**config.mk**
```make
export PLATFORM = sky130hd
export DESIGN_NAME = bfis_query_ctrl_flat
export DESIGN_NICKNAME = d
export VERILOG_FILES = /design/src/rtl/bfis_query_ctrl_pkg.sv /design/src/rtl/bfis_query_ctrl_if.sv /design/src/rtl/bfis_query_ctrl_result_fifo.sv /design/src/rtl/bfis_query_ctrl.sv /design/src/flat_wrapper.sv
export SDC_FILE = /design/constraint.sdc
export NUM_CORES = 1
export LEC_CHECK = 0
export ABC_AREA = 0
export BUFFER_PORTS_ARGS = -buffer_cell sky130_fd_sc_hd__buf_4
export CORE_MARGIN = 2
export CORE_UTILIZATION = 62
export DETAILED_ROUTE_END_ITERATION = 10
export PLACE_DENSITY_LB_ADDON = 0.2
export SLEW_MARGIN = 20
export SYNTH_ARGS = -nofsm -noshare
export SYNTH_HDL_FRONTEND = slang
export SYNTH_SLANG_ARGS = --single-unit
```
**constraint.sdc**
```tcl
create_clock -name clk_in -period 14.5 [get_ports clk_in]
set_input_delay 1.45 -clock clk_in [delete_from_list [all_inputs] [get_ports clk_in]]
set_output_delay 1.45 -clock clk_in [all_outputs]
set_load 0.02 [all_outputs]
```
**src/rtl/bfis_query_ctrl_pkg.sv**
```systemverilog
// Shared types and constants for the bfis query sequencer.
// Provides the FSM state enum, the frame sentinel and the frame-index width helper.
package bfis_ctrl_pkg;

    typedef enum logic [2:0] {
        IDLE,
        LOAD,
        LAUNCH,
        RUN,
        DRAIN
    } state_t;

    localparam logic [31:0] SENTINEL = 32'hFFFF_FFFF;

    // A frame is DIM query words, then k, then the vertex id.
    function automatic int frame_idx_w(input int dim);
        return $clog2(dim + 2);
    endfunction

endpackage

```
**src/rtl/bfis_query_ctrl_if.sv**
```systemverilog
// Host mailbox channel: word strobe in, buffered result readout back.
// master = host side (drives word_in/word_valid_in/rd_in), slave = controller.
interface bfis_query_ctrl_if;

    logic [31:0] word_in;
    logic        word_valid_in;
    logic [31:0] result_out;
    logic        result_valid_out;
    logic        rd_in;

    modport master (
        output word_in,
        output word_valid_in,
        output rd_in,
        input  result_out,
        input  result_valid_out
    );

    modport slave (
        input  word_in,
        input  word_valid_in,
        input  rd_in,
        output result_out,
        output result_valid_out
    );

endinterface

```
**src/rtl/bfis_query_ctrl_result_fifo.sv**
```systemverilog
// Result buffer: synchronous FIFO with first-word-fall-through head.
// Ports: clk, rst_n, push/din, pop, flush, head, empty, count.
module bfis_result_fifo #(
    parameter int WIDTH = 32,
    parameter int DEPTH = 8,
    localparam int CW = $clog2(DEPTH + 1),
    localparam int PW = (DEPTH > 1) ? $clog2(DEPTH) : 1
) (
    input  logic             clk,
    input  logic             rst_n,
    input  logic             push,
    input  logic [WIDTH-1:0] din,
    input  logic             pop,
    input  logic             flush,
    output logic [WIDTH-1:0] head,
    output logic             empty,
    output logic [CW-1:0]    count
);

    logic [WIDTH-1:0] mem [DEPTH];
    logic [PW-1:0]    wr_ptr;
    logic [PW-1:0]    rd_ptr;
    logic [CW-1:0]    cnt;
    logic             do_push;
    logic             do_pop;

    function automatic logic [PW-1:0] nxt(input logic [PW-1:0] p);
        return (p == PW'(DEPTH - 1)) ? '0 : p + 1'b1;
    endfunction

    assign do_push = push && (cnt != CW'(DEPTH)) && !flush;
    assign do_pop  = pop && (cnt != '0) && !flush;

    always_ff @(posedge clk or negedge rst_n) begin
        if (!rst_n) begin
            wr_ptr <= '0;
            rd_ptr <= '0;
            cnt    <= '0;
        end else if (flush) begin
            wr_ptr <= '0;
            rd_ptr <= '0;
            cnt    <= '0;
        end else begin
            if (do_push) wr_ptr <= nxt(wr_ptr);
            if (do_pop)  rd_ptr <= nxt(rd_ptr);
            if (do_push && !do_pop)
                cnt <= cnt + 1'b1;
            else if (!do_push && do_pop)
                cnt <= cnt - 1'b1;
        end
    end

    always_ff @(posedge clk) begin
        if (do_push) mem[wr_ptr] <= din;
    end

    assign head  = mem[rd_ptr];
    assign empty = (cnt == '0);
    assign count = cnt;

endmodule

```
**src/rtl/bfis_query_ctrl.sv**
```systemverilog
// Query sequencer: assembles a host frame, launches the engine, buffers k results.
// Ports: clk_in/rst_in, host mailbox (slave), engine query/k/vertex/start, results, status.
// Optional watchdog in RUN enabled by macro BFIS_CTRL_TIMEOUT_EN.
module bfis_query_ctrl
    import bfis_ctrl_pkg::*;
#(
    parameter int DIM            = 4,
    parameter int MAX_K          = 8,
    parameter int TIMEOUT_CYCLES = 1000000
) (
    input  logic                 clk_in,
    input  logic                 rst_in,
    bfis_query_ctrl_if.slave     host,
    output logic [DIM-1:0][31:0] query_out,
    output logic [15:0]          k_out,
    output logic [31:0]          vertex_id_out,
    output logic                 start_out,
    input  logic [31:0]          res_data_in,
    input  logic                 res_valid_in,
    output logic [31:0]          cycles_out,
    output logic                 busy_out,
    output logic                 done_out,
    output logic                 error_out
);

    localparam int IW = frame_idx_w(DIM);
    localparam int CW = $clog2(MAX_K + 1);

    state_t               state;
    logic [IW-1:0]        idx;
    logic [DIM-1:0][31:0] q_buf;
    logic [15:0]          k_buf;

    logic        sent;
    logic        data_w;
    logic        push;
    logic        pop;
    logic        flush;
    logic [31:0] head;
    logic        empty;
    logic [CW-1:0] count;
    logic [31:0] cyc_nxt;
    logic        bad_k;
    logic        k_hit;
    logic        tmo;

    assign sent   = host.word_valid_in && (host.word_in == SENTINEL);
    assign data_w = host.word_valid_in && (host.word_in != SENTINEL);

    assign push  = (state == RUN) && res_valid_in;
    assign pop   = (state == DRAIN) && !sent && host.rd_in && !empty;
    assign flush = (state == DRAIN) && sent;

    bfis_result_fifo #(
        .WIDTH (32),
        .DEPTH (MAX_K)
    ) u_fifo (
        .clk   (clk_in),
        .rst_n (rst_in),
        .push  (push),
        .din   (res_data_in),
        .pop   (pop),
        .flush (flush),
        .head  (head),
        .empty (empty),
        .count (count)
    );

    assign cyc_nxt = (cycles_out == '1) ? cycles_out : cycles_out + 1'b1;
    assign bad_k   = (k_buf == '0) || (k_buf > 16'(MAX_K));

    // The buffer is always empty at launch, so its fill level doubles as
    // the per-query result counter while in RUN.
    assign k_hit = push && ((32'(count) + 32'd1) == 32'(k_out));

`ifdef BFIS_CTRL_TIMEOUT_EN
    assign tmo = (cyc_nxt >= 32'(TIMEOUT_CYCLES));
`else
    logic [31:0] unused_timeout;
    assign unused_timeout = 32'(TIMEOUT_CYCLES);
    assign tmo = 1'b0;
`endif

    always_ff @(posedge clk_in or negedge rst_in) begin
        if (!rst_in) begin
            state         <= IDLE;
            idx           <= '0;
            q_buf         <= '0;
            k_buf         <= '0;
            query_out     <= '0;
            k_out         <= '0;
            vertex_id_out <= '0;
            start_out     <= 1'b0;
            cycles_out    <= '0;
            done_out      <= 1'b0;
            error_out     <= 1'b0;
        end else begin
            start_out <= 1'b0;
            unique case (state)
                IDLE: begin
                    if (sent) begin
                        state     <= LOAD;
                        idx       <= '0;
                        done_out  <= 1'b0;
                        error_out <= 1'b0;
                    end
                end
                LOAD: begin
                    if (sent) begin
                        idx <= '0;
                    end else if (data_w) begin
                        for (int i = 0; i < DIM; i++)
                            if (idx == IW'(i)) q_buf[i] <= host.word_in;
                        if (idx == IW'(DIM))
                            k_buf <= host.word_in[15:0];
                        if (idx == IW'(DIM + 1)) begin
                            idx <= '0;
                            if (bad_k) begin
                                error_out <= 1'b1;
                                state     <= IDLE;
                            end else begin
                                query_out     <= q_buf;
                                k_out         <= k_buf;
                                vertex_id_out <= host.word_in;
                                start_out     <= 1'b1;
                                state         <= LAUNCH;
                            end
                        end else begin
                            idx <= idx + 1'b1;
                        end
                    end
                end
                LAUNCH: begin
                    cycles_out <= '0;
                    state      <= RUN;
                end
                RUN: begin
                    cycles_out <= cyc_nxt;
                    if (k_hit) begin
                        state <= DRAIN;
                    end else if (tmo) begin
                        error_out <= 1'b1;
                        state     <= DRAIN;
                    end
                end
                DRAIN: begin
                    if (sent) begin
                        idx   <= '0;
                        state <= LOAD;
                    end else if (empty) begin
                        done_out <= 1'b1;
                        state    <= IDLE;
                    end
                end
                default: state <= IDLE;
            endcase
        end
    end

    assign busy_out              = (state != IDLE);
    assign host.result_valid_out = (state == DRAIN) && !empty;
    assign host.result_out       = host.result_valid_out ? head : '0;

endmodule

```
**src/flat_wrapper.sv**
```systemverilog
// flat-port wrapper written by rule: the top's interface ports become plain ports
module bfis_query_ctrl_flat import bfis_ctrl_pkg::*;
#(
    parameter int DIM            = 4,
    parameter int MAX_K          = 8,
    parameter int TIMEOUT_CYCLES = 1000000
)
  (clk_in, rst_in, query_out, k_out, vertex_id_out, start_out, res_data_in, res_valid_in, cycles_out, busy_out, done_out, error_out, host_word_in, host_word_valid_in, host_rd_in, host_result_out, host_result_valid_out);
  bfis_query_ctrl_if host_i ();
  input  logic clk_in;
  input  logic rst_in;
  output logic [DIM-1:0][31:0] query_out;
  output logic [15:0] k_out;
  output logic [31:0] vertex_id_out;
  output logic start_out;
  input  logic [31:0] res_data_in;
  input  logic res_valid_in;
  output logic [31:0] cycles_out;
  output logic busy_out;
  output logic done_out;
  output logic error_out;
  input wire logic [$bits(host_i.word_in)-1:0] host_word_in;
  input wire logic [$bits(host_i.word_valid_in)-1:0] host_word_valid_in;
  input wire logic [$bits(host_i.rd_in)-1:0] host_rd_in;
  output wire logic [$bits(host_i.result_out)-1:0] host_result_out;
  output wire logic [$bits(host_i.result_valid_out)-1:0] host_result_valid_out;
  assign host_i.word_in = host_word_in;
  assign host_i.word_valid_in = host_word_valid_in;
  assign host_i.rd_in = host_rd_in;
  assign host_result_out = host_i.result_out;
  assign host_result_valid_out = host_i.result_valid_out;
  bfis_query_ctrl #(.DIM(DIM), .MAX_K(MAX_K), .TIMEOUT_CYCLES(TIMEOUT_CYCLES)) u_core (.clk_in(clk_in), .rst_in(rst_in), .host(host_i), .query_out(query_out), .k_out(k_out), .vertex_id_out(vertex_id_out), .start_out(start_out), .res_data_in(res_data_in), .res_valid_in(res_valid_in), .cycles_out(cycles_out), .busy_out(busy_out), .done_out(done_out), .error_out(error_out));
endmodule
```
# Yosys cells after proc, flatten, opt, wreduce, memory -nomap -nowiden
# Memories as Yosys holds them, arrays and structs flattened.
# Index checks and enable logic that the tools add are counted.
word_totals:
  elab_cells: 147
  memories: 1
  reg_bits: 371
  out_inout_bits: 245
  mem_bits_rw: 256
  inputBits: 69
op_classes:
  mux: 42
  n_eq_ne: 28
  n_addsub: 7
  magnitude_cmp: 1
  bitwise: 2
  reduce_logical: 46
mem_list:
  columns: ["name", "depth", "width", "rd", "rd_ports_with_merged_regs", "wr", "line", "rtl"]
  rows:
  - ["u_core.u_fifo.mem", 8, 32, 1, 0, 1, "bfis_query_ctrl_result_fifo.sv:20", "logic [WIDTH-1:0] mem [DEPTH];"]
ops:
  columns: ["op", "n"]
  rows:
  - ["32-bit equality test (second input constant)", 2]
  - ["32-bit 2-to-1 mux", 2]
  - ["32-bit one-hot mux with 2 select lines", 1]
  - ["3-bit 2-to-1 mux", 17]
  - ["32-bit by 1-bit adder with 32-bit output (second input constant)", 1]
  - ["32-bit by 16-bit equality test with 1-bit output", 1]
  - ["32-bit != test (second input constant)", 1]
  - ["4-bit AND reduction", 6]
  - ["16-bit by 4-bit > comparator with 1-bit output (second input constant)", 1]
  - ["16-bit logical NOT", 1]
  - ["3-bit equality test (second input constant)", 5]
  - ["1-bit logical AND", 15]
  - ["3-bit one-hot mux with 5 select lines", 1]
  - ["1-bit 2-to-1 mux", 14]
  - ["2-bit by 1-bit != test with 1-bit output (second input constant)", 7]
  - ["3-bit by 2-bit equality test with 1-bit output (second input constant)", 4]
  - ["4-bit 2-to-1 mux", 3]
  - ["6-bit AND reduction", 2]
  - ["2-bit nonzero test", 6]
  - ["3-bit by 1-bit adder with 3-bit output (second input constant)", 3]
  - ["3-bit by 1-bit equality test with 1-bit output (second input constant)", 2]
  - ["3-bit logical NOT", 2]
  - ["2-bit != test (second input constant)", 3]
  - ["3-bit by 1-bit != test with 1-bit output (second input constant)", 2]
  - ["17 further kinds", 24]

# Depth between registers and ports, before layout
# Gate-level depths: netlist (run 1).
logic_depth:
  depth_word: 12
  mapped_depth: 14
  mapped_depth_nobuf: 14

# Hierarchy
# From an unflattened synthesis (run 1), not the netlist that was laid out.
unflattened:
  hier_cells: 1493
  area_unflattened_um2: 25298.0
by_module_without_submodules:
  columns: ["module", "n_inst", "cells_per_inst", "area_per_inst_um2", "seq_area_each_um2"]
  rows:
  - ["bfis_query_ctrl", 1, 1041, 14830.5, 9033.7]
  - ["bfis_result_fifo", 1, 452, 10467.5, 7937.6]

# Least setup slack after synthesis (run 1)
# Ideal clock, no wire load.
synth_path:
  path_kind: "in2reg"
  from: "input port res_valid_in"
  to: "memory u_core.u_fifo.mem[2][0] (enable)"
  setup_time_ps: 513
  arrival_ps: 5196
  required_time_ps: 13987
  path_buffers: 0
  setup_slack_ps: 8791
  path_stages: 2
  path_cell_list: "o2111ai_1 nor4b_1"
synth_via:
  elab_chain_len: 5
synth_lines:
  columns: ["item", "line", "rtl"]
  rows:
  - ["start, declared", "flat_wrapper.sv:17", "input logic res_valid_in;"]
  - ["1-bit logical AND", "bfis_query_ctrl.sv:50", "assign push = (state == RUN) && res_valid_in;"]
  - ["1-bit logical AND (2 in a row)", "bfis_query_ctrl_result_fifo.sv:31", "assign do_push = push && (cnt != CW'(DEPTH)) && !flush;"]
  - ["1-bit 2-to-1 mux", "bfis_query_ctrl_result_fifo.sv:54", "if (do_push) mem[wr_ptr] <= din;"]
  - ["1-bit 2-to-1 mux (not written as such)", "bfis_query_ctrl_result_fifo.sv:54", null]
  - ["end, declared", "bfis_query_ctrl_result_fifo.sv:20", null]
# Every way passes these cells.

# Worst setup path in the final report (run 1)
layout_path:
  from: "register u_core.u_fifo.rd_ptr[0]"
  to: "output port host_result_out[1]"
layout_via:
  elab_chain_len: 2
layout_lines:
  columns: ["item", "line", "rtl"]
  rows:
  - ["start, declared", "bfis_query_ctrl_result_fifo.sv:22", "logic [PW-1:0] rd_ptr;"]
  - ["start signal, assigned", "bfis_query_ctrl_result_fifo.sv:45", "if (do_pop) rd_ptr <= nxt(rd_ptr);"]
  - ["memory read 8 x 32 bit", null, null]
  - ["32-bit 2-to-1 mux", "bfis_query_ctrl.sv:162", "assign host.result_out = host.result_valid_out ? head : '0;"]
  - ["end, declared", "flat_wrapper.sv:25", "output wire logic [$bits(host_i.result_out)-1:0] host_result_out;"]
# Every way passes these cells.

==> flow_summary.json, run 1 <==
{
  "critPathLaunch": "u_core.u_fifo.rd_ptr[0]$_DFFE_PN0P_",
  "yosys.area.top_type": "dfrtp_1",
  "async_reset_ff_frac": 0.592,
  "track_usage": 0.275,
  "core_area_um2": 39900,
  "antenna_found_initial": 0,
  "cts_sinks": 627,
  "hold_violations": 0,
  "rows": 73,
  "slew_violations": 0,
  "synth_fp_nets": 1546,
  "io_buffers": 313,
  "hp-class": "reg -> reg",
  "critPathSlowestCell": "dfrtp_4",
  "maxCapViolCount": 0,
  "cts_setup_buffers": 0,
  "synthCells": 1465,
  "clk_pin_slew_worst_paths_ps": 60,
  "vias": 14200,
  "cts_buffers": 60,
  "pre_cts_ws_ps": 9620,
  "syn_to_final_growth_pct": 19.2,
  "remaining_drc_errors": 0,
  "fp.dieH_um": 206,
  "worst_slack_ps": 9810,
  "ys_top_cells_by_area": "dfrtp_1, edfxtp_1, mux2_2",
  "die_w_um": 206,
  "ir_drop_mv": 0.0975,
  "nets": 1871,
  "min_from": "u_core.q_buf[121]$_DFFE_PN0P_",
  "critPathMaxFanout": 34,
  "synth_cell_types": 67,
  "ctsRootBufferMaster": "clkbuf_16",
  "grt_max_degree": 128,
  "synth_ff_type": "dfrtp_1",
  "yosysSeqAreaShare": 0.674,
  "critPathLaunchType": "register",
  "start_util": 0.631,
  "skew_ps": 24.3,
  "max_stage_delay_ps": 840,
  "r2r-start": "u_core.state[0]$_DFFE_PN0P_",
  "ios": 314,
  "drtIter0Drc": 985,
  "ys_warn_count": 0,
  "cts_resized": 0,
  "synth_edf_count": 256,
  "synth_seq_cells": 627,
  "viasPerCell": 6.01,
  "grt_pass1_vias": 15100,
  "wl_um": 56600,
  "p_leak_nw": 13.4,
  "ctsHoldBuffers": 0,
  "cp_cell_sequence": "buf_4, mux4_2, mux2i_1, nor2_1, buf_4",
  "p_per_area_nw_per_um2": 115,
  "cp.arrival_ps": 3240,
  "worst_slew_pin_slew_ps": 1040,
  "ant_nets": 0,
  "tns_ps": 0,
  "wl_per_cell_um": 23.9,
  "end_kind": "primary output",
  "period_minus_slack_ps": 4690,
  "path_common_cell": "buf_4",
  "critPathKind": "reg -> out",
  "relSlewSlack": 0.308,
  "drive_gt1_frac": 0.434,
  "synthTopCellsByCount": "dfrtp_1, edfxtp_1, mux2_2",
  "post-synth-top-count-cell": "dfrtp_1",
  "gp_congestion": 0.825,
  "syn_area_um2": 25200,
  "max_freq_mhz": 213,
  "worstPathRequired_ps": 13050,
  "dr.pass1.iters": 5,
  "fin_crit_sh": 0.323,
  "grt_pass1_wl_um": 87900,
  "grt_overflow": 0,
  "yosys.area.top_type_share": 0.369,
  "cts_tree": "yes",
  "max-clock-path-buffers": 3,
  "htree_levels": 2,
  "rsz0062_at_grt": "no",
  "status": "complete, no violations",
  "setup_viol_count_final": 0,
  "clk_latency_ps": 620,
  "die_area_um2": 42200,
  "syn_avg_cell_area_um2": 17.2,
  "dp_hpwl_um": 34200
}
sequential cells by signal (all words and copies together) (netlist names):
signal / flops
u_core.u_fifo.mem: 256
u_core.q_buf: 128
u_core.query_out: 128
u_core.cycles_out: 32
u_core.vertex_id_out: 32
u_core.k_buf: 16
u_core.k_out: 16
u_core.u_fifo.count: 4
u_core.idx: 3
u_core.state: 3
u_core.u_fifo.rd_ptr: 3
u_core.u_fifo.wr_ptr: 3
u_core.done_out: 1
u_core.error_out: 1
u_core.start_out: 1
cell type report:
cell class	instances	area, µm²
diodes	2	5.00
clock buffers	86	1790
clock inverters	27	193
fillers	2400	9890
inverters	16	60.1
multi-input cells	751	7810
flip-flops and latches	627	17000
well taps	525	657
repair buffers	334	2530
worst max-delay path, delay by kind of cell (launching register included):
| family | cells | cell delay [ps] |
|---|---|---|
| flip-flops | 1 | 840 |
| buffers and inverters | 2 | 850 |
| multiplexers | 2 | 820 |
| AND/OR/NAND/NOR | 1 | 90 |
metal layers:
layer,global-route usage,vias to the layer above,share of wire
met4,0.0894,0,0.028
li1,-,6197,-
met5,0,-,0
met3,0.0721,103,0.073
met1,0.370,7458,0.41
met2,0.443,467,0.49
final timing paths:
path | depth (start not counted) | to | slack (ps)
worst min-delay path | 1 | u_core.query_out[121]$_DFFE_PN0P_ | 490
worst max-delay path | 5 | host_result_out[1] | 9810
worst min register to register | 1 | u_core.query_out[121]$_DFFE_PN0P_ | 490
max in group asynchronous | 3 | u_core.q_buf[46]$_DFFE_PN0P_ | 11320
worst max register to register | 6 | u_core.vertex_id_out[14]$_DFFE_PN0P_ | 10060
min in group asynchronous | 1 | u_core.cycles_out[19]$_DFFE_PN0P_ | 870
power by group:
part           internal, W  leakage (nW)  total [W]  switching [W]
Clock             0.000893         0.987    0.00156       0.000662
Combinational    0.0000162          4.98  0.0000587      0.0000424
Sequential         0.00185          7.47    0.00185     0.00000126
logic make-up after synthesis:
family          synth area share
fa+ha+maj                0.00626
flops                      0.674
compound gates            0.0247
mux                        0.223
buf+inv                   0.0178
simple gates              0.0505
xor+xnor                 0.00313
through the flow:
stage	hold WS [ps]	instance area [µm²]	cells	util	total power, W
4_1_cts	492	30000	2365	0.752	0.00349
5_1_grt	507	30000	2366	0.752	0.00356
3_3_place_gp	465	28000	2252	0.702	0.00194
2_1_floorplan	454	25200	1465	-	0.00189
6_report	487	30000	2368	0.752	0.00346
3_5_place_dp	477	28000	2252	0.702	0.00194
placed cells by master, fill, tap and decap left out, types with 6 or more instances in the layout:
cell type	count
dfrtp_1	368
buf_4	332
edfxtp_1	256
mux2_2	176
mux2_4	100
mux4_2	64
clkbuf_16	64
nor2_1	51
mux2i_1	33
nand2_1	33
mux2_1	33
a21oi_1	31
o21ai_0	30
nand4_1	25
or3_1	25
inv_1	16
and2_1	16
clkinv_2	14
nand3_1	13
ha_1	11
clkbuf_1	11
clkbuf_8	11
nor3_1	8
clkinv_1	8
o211ai_1	7
xnor2_1	6
and3_1	6
Note: power is estimated with default switching activity, not from simulation.
==> inputs of run 2 (changes only) <==
Settings changed: CORE_UTILIZATION 62 to 58.
Clock period 14.5 ns to 4.8 ns, I/O delays scaled along.
==> flow_summary.json, run 2 (same netlist as run 1, synthesis figures left out) <==
{
  "period_minus_slack_ps": 3400,
  "r2r-start": "u_core.state[0]$_DFFE_PN0P_",
  "r2r_slack_ps": 1400,
  "worst_slack_ps": 1400,
  "dp_hpwl_um": 34100,
  "pre_cts_ws_ps": 1380,
  "reg_top3": "u_core.u_fifo.mem: 256 flops, u_core.q_buf: 128 flops, u_core.query_out: 128 flops",
  "p_leak_nw": 13.5,
  "hold_end": "u_core.u_fifo.mem[0][19]$_DFFE_PP_",
  "cts_setup_buffers": 0,
  "max_freq_mhz": 294,
  "p_per_area_nw_per_um2": 348,
  "largest_reg_flops": 256,
  "die_w_um": 212,
  "grt_max_degree": 122,
  "wl_um": 55100,
  "r2r-end": "u_core.u_fifo.count[3]$_DFFE_PN0P_",
  "worstRegToRegCells": 12,
  "antenna_found_initial": 0,
  "max-clock-path-buffers": 3,
  "tns_ps": 0,
  "cts_buffers": 61,
  "top_register": "u_core.u_fifo.mem",
  "critPathSlowestCell": "dfrtp_1",
  "cp.arrival_ps": 3940,
  "worstPathRequired_ps": 5340,
  "drtIter0Drc": 943,
  "clk_pin_slew_worst_paths_ps": 60,
  "ctsHoldBuffers": 1,
  "io_buffers": 313,
  "drive_gt1_frac": 0.432,
  "cts_resized": 0,
  "core_area_um2": 43000,
  "dr.pass1.iters": 5,
  "viasPerCell": 5.71,
  "placedCellCount": 2317,
  "rows": 76,
  "num_antenna_cells": 0,
  "clk_latency_ps": 630,
  "critPathLaunchType": "register",
  "ctsRootBufferMaster": "clkbuf_16",
  "min_from": "res_data_in[19]",
  "fp.dieH_um": 212,
  "cts_tree": "yes",
  "syn_to_final_growth_pct": 20.1,
  "die_area_um2": 45100,
  "critPathKind": "reg -> reg",
  "worst_slew_pin_slew_ps": 1100,
  "slew_violations": 0,
  "rsz0062_at_grt": "no",
  "ios": 314,
  "grt_pass1_vias": 14600,
  "end_kind": "register",
  "grt_overflow": 0,
  "track_usage": 0.250,
  "skew_ps": 20.2,
  "cp_cell_sequence": "nor3b_1, o21ai_4, a311oi_1, inv_1, ha_1, inv_1, ha_1, a21o_1, a21oi_1, xnor2_1, or3_1, a21oi_1",
  "maxCapViolCount": 0,
  "vias": 13900,
  "nets": 1879,
  "start_util": 0.586,
  "layout_common_cells": "dfrtp_1, buf_4, edfxtp_1, mux2_2, mux2_4",
  "fin_crit_sh": 0.709,
  "remaining_drc_errors": 0,
  "grt_pass1_wl_um": 85800,
  "ant_nets": 0,
  "setup_viol_count_final": 0,
  "htree_levels": 2,
  "hold_violations": 0,
  "cts_sinks": 627,
  "layout_commonest_cell": "dfrtp_1",
  "status": "complete, no violations",
  "ir_drop_mv": 0.290,
  "hold_depth": 1,
  "critPathMaxFanout": 20,
  "layout.cells.non_filler": 2432,
  "num-fill-cells": 2867,
  "gp_congestion": 0.855,
  "hp-class": "in -> reg",
  "wl_per_cell_um": 22.6,
  "max_stage_delay_ps": 620,
  "relSlewSlack": 0.267
}
[run 2: cell count changes in the layout (fill, tap and decap cells not counted), moves of 3 or more]
cell	before	now
clkbuf_1	11	17
clkbuf_8	11	8
clkinv_2	14	7
bufinv_16	2	5
[run 2: worst max-delay path by stage]
stage	startpoint	end	slack, ps	cells after the start
after floorplan	u_core.u_fifo.count[0]$_DFFE_PN0P_	u_core.u_fifo.mem[0][0]$_DFFE_PP_	30	5
after global placement	host_word_in[23]	u_core.u_fifo.count[3]$_DFFE_PN0P_	1450	13
after detailed placement	u_core.state[0]$_DFFE_PN0P_	u_core.u_fifo.count[3]$_DFFE_PN0P_	1380	12
after CTS	u_core.u_fifo.rd_ptr[0]$_DFFE_PN0P_	host_result_out[18]	1140	5
after global routing	u_core.state[0]$_DFFE_PN0P_	u_core.u_fifo.count[3]$_DFFE_PN0P_	1040	12
final	u_core.state[0]$_DFFE_PN0P_	u_core.u_fifo.count[3]$_DFFE_PN0P_	1400	12
[run 2: cell type report]
class	instances	area, µm²	share of cell area
clock buffers	87	1730	0.0571
clock inverters	25	264	0.00873
inverters	16	60.1	0.00199
multi-input cells	751	7840	0.259
flip-flops and latches	627	17000	0.562
well taps	585	732	0.0242
repair buffers	341	2630	0.0871
[run 2: metrics by stage]
step	total power, W	hold slack, ps	instance area (µm²)	utilization
2_1_floorplan	0.00571	184	25200	-
3_3_place_gp	0.00587	463	28200	0.656
3_5_place_dp	0.00588	477	28200	0.656
4_1_cts	0.0106	46.6	30200	0.702
5_1_grt	0.0109	50.6	30200	0.703
6_report	0.0105	84.6	30200	0.703
[run 2: layer usage]
metal  vias to the layer above  global-route usage  share of wire
li1                       6198                   -              -
met1                      7244               0.335           0.41
met2                       362               0.410           0.50
met3                        81              0.0699          0.073
met4                         0              0.0593          0.020
met5                         -                   0              0
[run 2: critical path: cells and delay by family (launching register included)]
kind	cells	cell delay, ps
and+or+nand+nor	2	790
buffers and inverters	2	210
adders and majority gates	2	490
DFF	1	620
AOI/OAI and AO/OA	5	1130
xor gates and xnor gates	1	90
[run 2: power by group]
group	leakage, nW	internal (W)	switching (W)
clock	0.973	0.00276	0.00198
combinational	5.03	0.0000513	0.000129
sequential	7.47	0.00559	0.00000426
